==> config.mk <==
export PLATFORM = sky130hd
export DESIGN_NAME = tpu_dot_accum
export DESIGN_NICKNAME = d
export VERILOG_FILES = /design/src/rtl/tpu_pkg.sv /design/src/rtl/tpu_mac_lane.sv /design/src/rtl/tpu_dot_accum.sv
export SDC_FILE = /design/constraint.sdc
export NUM_CORES = 1
export LEC_CHECK = 0
export ABC_AREA = 1
export CAP_MARGIN = 20
export CORE_ASPECT_RATIO = 1.1
export CORE_MARGIN = 3
export CORE_UTILIZATION = 60
export DETAILED_ROUTE_END_ITERATION = 16
export HOLD_SLACK_MARGIN = 0.03
export PLACE_DENSITY = 0.76
export SYNTH_ARGS = -nofsm -noshare
export SYNTH_HDL_FRONTEND = slang
export SYNTH_SLANG_ARGS = --single-unit
==> constraint.sdc <==
create_clock -name clk -period 6.8 [get_ports clk]
set_input_delay 1.36 -clock clk [delete_from_list [all_inputs] [get_ports clk]]
set_output_delay 1.36 -clock clk [all_outputs]
set_load 0.01 [all_outputs]
==> src/rtl/tpu_pkg.sv <==
`default_nettype none
// ============================================================================
// Module      : tpu_pkg
// Description : Shared width helpers and mode constants for the multi-lane
//               dot-product accumulator (tpu_dot_accum) and its lanes.
// Revision    : 1.0 - initial release
// ============================================================================
package tpu_pkg;

    // Operand interpretation selected by in_signed.
    localparam logic MODE_UNSIGNED = 1'b0;
    localparam logic MODE_SIGNED   = 1'b1;

    // Accumulator width: the result spans both output halves.
    function automatic int acc_width(input int out_w);
        return 2 * out_w;
    endfunction

    // Width of the per-beat lane sum: one product plus carry growth of the tree.
    function automatic int sum_width(input int data_w, input int lanes);
        return 2 * data_w + $clog2(lanes);
    endfunction

endpackage
`default_nettype wire

==> src/rtl/tpu_mac_lane.sv <==
`default_nettype none
// ============================================================================
// Module      : tpu_mac_lane
// Description : One DATA_W x DATA_W multiplier with signed/unsigned select.
//               Purely combinational; the caller registers the product.
// Ports       : a_i, b_i   - operands (DATA_W each)
//               signed_i   - MODE_SIGNED treats operands as two's complement
//               prod_o     - 2*DATA_W product (exact in both modes)
// Revision    : 1.0 - initial release
// ============================================================================
module tpu_mac_lane
    import tpu_pkg::*;
#(
    parameter int DATA_W = 8
) (
    input  logic [DATA_W-1:0]   a_i,
    input  logic [DATA_W-1:0]   b_i,
    input  logic                signed_i,
    output logic [2*DATA_W-1:0] prod_o
);

    localparam int PROD_W = 2 * DATA_W;

    // One extra bit lets a single signed multiplier serve both modes: the
    // extension bit is the operand MSB in signed mode and 0 in unsigned mode.
    logic signed [DATA_W:0]   a_ext;
    logic signed [DATA_W:0]   b_ext;
    logic signed [PROD_W-1:0] full;

    assign a_ext  = {(signed_i == MODE_SIGNED) && a_i[DATA_W-1], a_i};
    assign b_ext  = {(signed_i == MODE_SIGNED) && b_i[DATA_W-1], b_i};

    // The exact product always fits in PROD_W bits in either mode.
    assign full   = PROD_W'(a_ext) * PROD_W'(b_ext);
    assign prod_o = full;

endmodule
`default_nettype wire

==> src/rtl/tpu_dot_accum.sv <==
`default_nettype none
// ============================================================================
// Module      : tpu_dot_accum
// Description : Pipelined LANES-wide multiply-accumulate engine. Accumulates a
//               dot product across beats until a beat flagged last, then
//               presents the result in a one-entry output register.
// Ports       : clk, reset (async, active low)
//               in_valid/in_ready, in_a/in_b (LANES*DATA_W), in_signed,
//               in_last                       - operand beat handshake
//               out_valid/out_ready, out_HL, out (OUT_W), error
//                                             - result register and readout
// Revision    : 1.0 - initial release
// ============================================================================
module tpu_dot_accum
    import tpu_pkg::*;
#(
    parameter int DATA_W = 8,
    parameter int LANES  = 4,
    parameter int OUT_W  = 16
) (
    input  logic                      clk,
    input  logic                      reset,
    input  logic                      in_valid,
    output logic                      in_ready,
    input  logic [LANES*DATA_W-1:0]   in_a,
    input  logic [LANES*DATA_W-1:0]   in_b,
    input  logic                      in_signed,
    input  logic                      in_last,
    output logic                      out_valid,
    input  logic                      out_ready,
    input  logic                      out_HL,
    output logic [OUT_W-1:0]          out,
    output logic                      error
);

    localparam int PROD_W = 2 * DATA_W;
    localparam int ACC_W  = acc_width(OUT_W);
    localparam int SUM_W  = sum_width(DATA_W, LANES);
    // Wide enough to hold acc + sum exactly in either mode.
    localparam int EXT_W  = ((ACC_W > SUM_W) ? ACC_W : SUM_W) + 1;

    // ------------------------------------------------------------------
    // Flow control
    // ------------------------------------------------------------------
    logic en;
    logic accept;

    logic              p1_valid_q;
    logic              p1_last_q;
    logic              p1_signed_q;
    logic [PROD_W-1:0] p1_prod_q [LANES];
    logic [PROD_W-1:0] lane_prod [LANES];

    logic              out_valid_q;

    // Only a finished vector waiting on a full, unread result register stalls.
    assign en       = !(p1_valid_q && p1_last_q && out_valid_q && !out_ready);
    assign in_ready = en;
    assign accept   = in_valid && en;

    // ------------------------------------------------------------------
    // Mode latch: the first beat of each vector decides the mode
    // ------------------------------------------------------------------
    logic first_q;
    logic mode_q;
    logic eff_mode;

    assign eff_mode = first_q ? in_signed : mode_q;

    // ------------------------------------------------------------------
    // Stage P1: per-lane products
    // ------------------------------------------------------------------
    for (genvar i = 0; i < LANES; i++) begin : g_lane
        tpu_mac_lane #(
            .DATA_W (DATA_W)
        ) u_lane (
            .a_i      (in_a[i*DATA_W +: DATA_W]),
            .b_i      (in_b[i*DATA_W +: DATA_W]),
            .signed_i (eff_mode),
            .prod_o   (lane_prod[i])
        );
    end

    always_ff @(posedge clk or negedge reset) begin
        if (!reset) begin
            p1_valid_q  <= 1'b0;
            p1_last_q   <= 1'b0;
            p1_signed_q <= MODE_UNSIGNED;
            first_q     <= 1'b1;
            mode_q      <= MODE_UNSIGNED;
            for (int i = 0; i < LANES; i++) begin
                p1_prod_q[i] <= '0;
            end
        end else if (en) begin
            p1_valid_q <= accept;
            if (accept) begin
                p1_prod_q   <= lane_prod;
                p1_last_q   <= in_last;
                p1_signed_q <= eff_mode;
                first_q     <= in_last;
                mode_q      <= eff_mode;
            end
        end
    end

    // ------------------------------------------------------------------
    // Stage P2: lane sum, accumulate, overflow detection
    // ------------------------------------------------------------------
    logic [SUM_W-1:0]       sum_w;
    logic [EXT_W-1:0]       acc_ext;
    logic [EXT_W-1:0]       sum_ext;
    logic [EXT_W-1:0]       exact;
    logic [EXT_W-ACC_W:0]   top_bits;
    logic                   ovf_now;

    logic [ACC_W-1:0]       acc_q, acc_d;
    logic                   ovf_sticky_q, ovf_sticky_d;
    logic [ACC_W-1:0]       result_q, result_d;
    logic                   res_err_q, res_err_d;
    logic                   out_valid_d;
    logic                   consume;

    always_comb begin
        sum_w = '0;
        for (int i = 0; i < LANES; i++) begin
            if (p1_signed_q == MODE_SIGNED) begin
                sum_w = sum_w + SUM_W'($signed(p1_prod_q[i]));
            end else begin
                sum_w = sum_w + SUM_W'(p1_prod_q[i]);
            end
        end
    end

    always_comb begin
        if (p1_signed_q == MODE_SIGNED) begin
            acc_ext = EXT_W'($signed(acc_q));
            sum_ext = EXT_W'($signed(sum_w));
        end else begin
            acc_ext = EXT_W'(acc_q);
            sum_ext = EXT_W'(sum_w);
        end
        exact    = acc_ext + sum_ext;
        top_bits = exact[EXT_W-1:ACC_W-1];
        // Unsigned: anything above the accumulator is overflow.
        // Signed: the bits from the ACC_W sign bit upward must all agree.
        if (p1_signed_q == MODE_SIGNED) begin
            ovf_now = !((&top_bits) || (~|top_bits));
        end else begin
            ovf_now = |exact[EXT_W-1:ACC_W];
        end
    end

    assign consume = en && p1_valid_q;

    always_comb begin
        acc_d        = acc_q;
        ovf_sticky_d = ovf_sticky_q;
        result_d     = result_q;
        res_err_d    = res_err_q;
        out_valid_d  = out_valid_q;

        // A pop clears the register unless a new result lands in the same
        // cycle, in which case the write wins and no bubble appears.
        if (out_valid_q && out_ready) begin
            out_valid_d = 1'b0;
        end

        if (consume) begin
            if (p1_last_q) begin
                result_d     = exact[ACC_W-1:0];
                res_err_d    = ovf_sticky_q | ovf_now;
                out_valid_d  = 1'b1;
                acc_d        = '0;
                ovf_sticky_d = 1'b0;
            end else begin
                acc_d        = exact[ACC_W-1:0];
                ovf_sticky_d = ovf_sticky_q | ovf_now;
            end
        end
    end

    always_ff @(posedge clk or negedge reset) begin
        if (!reset) begin
            acc_q        <= '0;
            ovf_sticky_q <= 1'b0;
            result_q     <= '0;
            res_err_q    <= 1'b0;
            out_valid_q  <= 1'b0;
        end else begin
            acc_q        <= acc_d;
            ovf_sticky_q <= ovf_sticky_d;
            result_q     <= result_d;
            res_err_q    <= res_err_d;
            out_valid_q  <= out_valid_d;
        end
    end

    // ------------------------------------------------------------------
    // Readout
    // ------------------------------------------------------------------
    assign out_valid = out_valid_q;
    assign out       = out_HL ? result_q[ACC_W-1:OUT_W] : result_q[OUT_W-1:0];
    assign error     = out_valid_q & res_err_q;

endmodule
`default_nettype wire

Word level (Yosys, flattened, before mapping) --
Cells that the tools add are included.
Storage, ports and cells: word-level logic and storage cells 64, flip-flop bits (word level) 135, output and inout port bits 19, input bits 71
Cells by class: add/sub/neg operators 7, bitwise logic cells 3, reductions and logical operators 23, $mul 4, multiplexer cells 14
Operator list (number):
- $mux W18 | 4
- $mux W33 | 2
- $mul A9 B9 Y16 | 4
- $add A18 B16 Y18 | 3
- $add A18 B18 Y18 | 3
- $add A33 B33 Y33 | 1
- $mux W32 | 1
- $mux W16 | 1
- $logic_and A1 B1 Y1 | 14
- $mux W1 | 6
- $reduce_and A2 Y1 | 3
- $logic_not A1 Y1 | 4
- $reduce_or A2 Y1 | 1
- $and A1 B1 Y1 | 1
- $logic_or A1 B1 Y1 | 1
- $not A1 Y1 | 1
- $or A1 B1 Y1 | 1

Depth between registers and ports, before layout --
word-level depth 16, gate-level depth with buffers 53, depth with buffers taken out 53

Cells and area by module --
A second synthesis with hierarchy kept.
Second synthesis, totals: cells, all modules 2961, area total of the unflattened synthesis 21545.7 µm²
Modules (own cells, without submodules):
- tpu_dot_accum | times used 1, cells an instance 1198, seq. area each 3379.5 µm², area each 9097.5 µm²
- tpu_mac_lane at g_lane[2].u_lane ... | times used 2, cells an instance 450, seq. area each 0.0 µm², area each 3158.0 µm²
- tpu_mac_lane at g_lane[1].u_lane | times used 1, cells an instance 444, seq. area each 0.0 µm², area each 3105.5 µm²
- tpu_mac_lane at g_lane[0].u_lane | times used 1, cells an instance 419, seq. area each 0.0 µm², area each 3026.7 µm²

Least setup slack after synthesis --
No wires, ideal clock.
path kind input-to-reg, start point input in_signed, end point register p1_prod_q[47] (netlist name), setup time 133 ps, arrival time 6434 ps, data required time 6667 ps, path buffers 1, path slack 233 ps, stages 22, path through or2_2 o21ai_1 clkbuf_1 nor2_1 fa_1 fa_1 fa_1 inv_1 fa_1 fa_1 inv_1 ha_1 a21oi_1 o21ai_0 nand2_1 a21oi_1 or2_2 nand2_1 nand2_1 a21oi_1 xor2_1 o21ai_0
Between the ends: cells in the longest elaborated chain, start to end 3, elaborated cells between the ends (all ways) 4, those cells by class mul (1); mux (1); reduce/logical (2)
Ends and longest elaborated chain:
- start: declaration | line tpu_dot_accum.sv:27 | input logic in_signed,
- $mux W1 (*) | line tpu_dot_accum.sv:68 | assign eff_mode = first_q ? in_signed : mode_q;
- $logic_and A1 B1 Y1 (on tied branches) | line tpu_mac_lane.sv:30, tpu_mac_lane.sv:31
- $mul A9 B9 Y16 (*) | line tpu_mac_lane.sv:34 | assign full = PROD_W'(a_ext) * PROD_W'(b_ext);
- end signal: assignment | line tpu_dot_accum.sv:97 | p1_prod_q <= lane_prod;
- end: declaration | line tpu_dot_accum.sv:51 | logic [PROD_W-1:0] p1_prod_q [LANES];
Every way passes the cells marked *; elsewhere a longest branch is shown, timed or not. A chain may end at the register's enable or synchronous reset.

Worst setup path after layout --
start point register p1_prod_q[48] (netlist name), end point register acc_q[29]
Between the ends: cells in the longest elaborated chain, start to end 10, elaborated cells between the ends (all ways) 13, those cells by class add/sub (7); mux (6)
Ends and longest elaborated chain:
- $mux W18 (*) | line tpu_dot_accum.sv:126 | if (p1_signed_q == MODE_SIGNED) begin
- $add A18 B16 Y18 / $add A18 B18 Y18 (equally long branches) | line tpu_dot_accum.sv:129, tpu_dot_accum.sv:127
- $mux W18 (*) | line tpu_dot_accum.sv:126
- $add A18 B16 Y18 / $add A18 B18 Y18 (equally long branches) | line tpu_dot_accum.sv:129, tpu_dot_accum.sv:127
- $mux W18 (*) | line tpu_dot_accum.sv:126
- $add A18 B16 Y18 / $add A18 B18 Y18 (equally long branches) | line tpu_dot_accum.sv:129, tpu_dot_accum.sv:127
- $mux W18 (*) | line tpu_dot_accum.sv:126
- $mux W33 (*) | line tpu_dot_accum.sv:135 | if (p1_signed_q == MODE_SIGNED) begin
- $add A33 B33 Y33 (*) | line tpu_dot_accum.sv:142 | exact = acc_ext + sum_ext;
- $mux W32 (*) | line tpu_dot_accum.sv:169 | if (p1_last_q) begin
- end signal: assignment | line tpu_dot_accum.sv:184 | acc_q <= '0;
- end signal: assignment | line tpu_dot_accum.sv:190 | acc_q <= acc_d;
- end: declaration | line tpu_dot_accum.sv:116 | logic [ACC_W-1:0] acc_q, acc_d;
Marks and branches as above.

==> results list <==
- The flow ran to the end, and the final reports show no timing, DRC or antenna violations.
- The first global-routing pass estimated between 70 and 80 mm of wire.
- The count of nets left with antenna violations once routing finished came out at 0.
- Global routing finished with a remaining overflow of 0.
- Setup skew after layout: 0.00855 ns
- Vias: ~16k
- Net count of the finished layout: about 3.2k
- Worst Path Class, Setup: flip-flop to flip-flop
- Grouping stages by cell kind, the critical path spends the most delay in simple AND/OR/NAND/NOR gates.
* Sequential area share after synthesis: 0.171
* Post-Synthesis Net Count: roughly 3.0k
- Of all cell types, the one taking the most synthesized area is fa_1.
- GRT Util Overall: 0.263
- Mean number of vias per cell: 5.30
- Maximum number of pins on one net before global-route repair: 73
* Area of the die: roughly 35,000 µm²
- Most common cell on crit path: nand2_1
- The tree is rooted in a clkbuf_16.
- Yosys warning count: 0
- The finished layout holds around 3k standard cells, fillers aside.
- For hold timing, the worst endpoint is result_q[29].
- DIE WIDTH: 179 µm
- Post-synth design cell area: 19,800 µm²
- In this run, placement finished with an instance count of 3,015.
* CTS sink cnt: 135
- Growth of design area from synthesis to finish: 14.5%
* Final setup violation count: 0
* Synthesized area divided by synthesized cell count: approximately 7.9 µm²
- Arrival time of the worst setup path: slightly below 7 ns
- Final cell utilization of the core: 0.699
- Clock tree from TritonCTS: done
- The core region is between 30,000 and 40,000 µm².
- During I/O placement, the number of pins put on the boundary was 90.
* Count of input and output buffers: 89
* Pre-CTS setup slack: -0.0378 ns
* Cts bufs inserted: 17
- Hold-fix buffers, CTS: 0
- Wires add up to about 46 mm.
- Maximum operating frequency: ~150 MHz
* Unrepaired setup endpoints after global routing: true
- The clock reaches the later pin of the worst-skew pair after around 0.43 ns.
- In this run the vertical extent of the chip is approximately 200 µm.
- The final hold violation count is 0.
* Max Cap Viol: 0
- The worst register-to-register path begins at p1_prod_q[48].
- DR WL/cell: about 15 µm
- Counting instances, the worst hold path has a depth of 2.
- Footprint of the multi-input gates: around 14,000 µm²
- Synthesis handed over a netlist of approximately 2.5k instances.
- At the end of routability-driven placement, the weighted congestion stood at between 0.9 and 1.
- STA classifies the critical path startpoint as a flip-flop.
* Critical Path Fanout Max: 5
- Total of flip-flops plus latches after synthesis: 135
- Commonest cells after routing, fill and taps aside: 640 x nand2_1, 538 x inv_1, 255 x fa_1
- The initial antenna violation count is 0.
- Final critical-path share of the clock period: 0.959
* Worst setup path start: p1_prod_q[48]
* Std cell rows: 69
- R2R cell count: 46
- Most common cell after layout, fill and taps aside: nand2_1
* Worst EP required: just over 7 ns
- The initial utilization of the core area, before any placement, comes to 0.610.
- Detailed placement ended at an HPWL of about 36 mm.
- Across the whole layout, storage elements account for around 3400 µm².
- Counting distinct cell types in the post-synthesis netlist gives 47.
* Number of slew-limit violations in the final report: 0
- Clock-pin slew was measured on the worst setup and hold paths at 0.06 ns.
* Slew at the pin closest to its max-slew limit: between 0.9 and 1 ns
- The share of synthesized area in the top cell type comes to 0.259.
- In this design, the stage delay of the slowest critical-path cell is 0.42 ns.
* Post-layout worst setup margin: approximately 0.28 ns
- In the final layout, the share of cells above drive strength 1 is 0.101.
* Hold slack final: between 0.4 and 0.5 ns
- Number of remaining DRC errors: 0
* Reg-to-reg endpoint: acc_q[29]
- Crit path capture type: flip-flop
- Drt pass-1 iters: 6
* Antenna fix cells: 0
* HP Class: flip-flop to flip-flop
- Number of DRC markers after the initial detailed-route iteration: 1,073
- The worst path in the final design needs a cycle of ~6.5 ns, including I/O delays and setup.
- Max-Slew Margin vs Limit: 0.356
- Synth top area cells: fa_1 26%, dfrtp_1 17%, ha_1 13%
- The H-tree generated during clock tree synthesis spans 4 levels.
* Maximum buffer depth of the clock tree: 2
- The setup check on the worst reg-to-reg path leaves a slack of approximately 0.28 ns.
- Together, buffers and inverters on the worst path number 6.
- Launch instance of the worst min-delay path: result_q[29]
- The via count of the first global-routing pass was around 17k.
- Counting the fill cells in the layout gives between 2k and 3k.
- Slowest cell on the critical path: dfrtp_1
==> cells in the mapped netlist (all sizes together) <==
master	count
o21ai	128
nand4	10
buf	4
o31ai	5
ha	203
mux2	14
inv	541
nand2	668
a31oi	15
or2	18
a21boi	2
and2	3
o211ai	3
fa	256
dfstp	1
nand3	41
a32o	1
o22ai	8
dfrtp	134
clkbuf	93
xor2	79
o21a	1
nor4	1
nor2	87
a21o	9
clkinv	1
a221oi	1
nor3	10
a211oi	2
a31o	1
o41ai	6
xnor2	58
o21bai	14
a21oi	88
==> metal layers <==
metal | up-vias | GRT usage | wire [µm]
met5 | - | 0 | 0
li1 | 7845 | - | -
met4 | 0 | 0.0739 | 1210
met3 | 95 | 0.0314 | 1840
met1 | 7854 | 0.329 | 18400
met2 | 439 | 0.478 | 24200
==> how the worst max path moves through the flow <==
stage | to | slack [ns] | cells past startpoint
after floorplan | p1_prod_q[47] | 0.23 | 22
after global placement | p1_prod_q[15] | 0.09 | 27
after detailed placement | p1_prod_q[15] | -0.04 | 27
final | acc_q[29] | 0.28 | 46
after global routing | acc_q[25] | -0.23 | 45
after CTS | acc_q[31] | 0.03 | 45
==> cell type report <==
cell class	instances	share of cell area
clock buffer	18	0.0189
inverter	542	0.0899
clock inverter	14	0.00723
multi-input combinational	1732	0.635
tap	426	0.0235
sequential	135	0.149
timing repair buffer	198	0.0763
==> state kept, by name, indices dropped and copies added (netlist names) <==
register and count:
out_valid 1, res_err_q 1, mode_q 1, ovf_sticky_q 1, acc_q 32, p1_prod_q 64
result_q 32, p1_last_q 1, p1_valid_q 1, first_q 1
==> repair_timing <==
item,4_1_cts,5_1_grt
buffers inserted,0,18
cloned,0,0
endpoints found under the setup margin,6,30
resized for setup,2,89
pin swaps,0,35
==> worst reg2reg max path: cells and delay by family (launching register included) <==
| kind | cells | cell delay [ns] |
|---|---|---|
| AO/OA/AOI/OAI | 11 | 1.46 |
| flip-flops | 1 | 0.42 |
| AND/OR/NAND/NOR | 22 | 2.15 |
| buffers and inverters | 6 | 0.75 |
| adder cells (fa/ha/maj) | 4 | 1.21 |
| XOR/XNOR | 3 | 0.48 |
==> kinds of logic (layout without fill, tap and decap cells) <==
kind of cell,Yosys count,after routing,share of synthesized area
compound gates,284,284,0.0797
xor+xnor,137,137,0.0610
fa+ha+maj,459,459,0.387
buf+inv,639,772,0.122
flops,135,135,0.171
mux,14,14,0.00796
simple gates,838,838,0.171
==> through the flow <==
stage | setup TNS (ns) | instance area (µm²)
after floorplan | 0 | 19800
after global placement | 0 | 21500
after detailed placement | -0.0933 | 21500
after CTS | 0 | 22200
after global routing | -2.71 | 22700
final | 0 | 22700
Power is left out: the tool's default activity adds up to more than one toggle a clock period on the data nets, which glitch-free logic cannot reach.
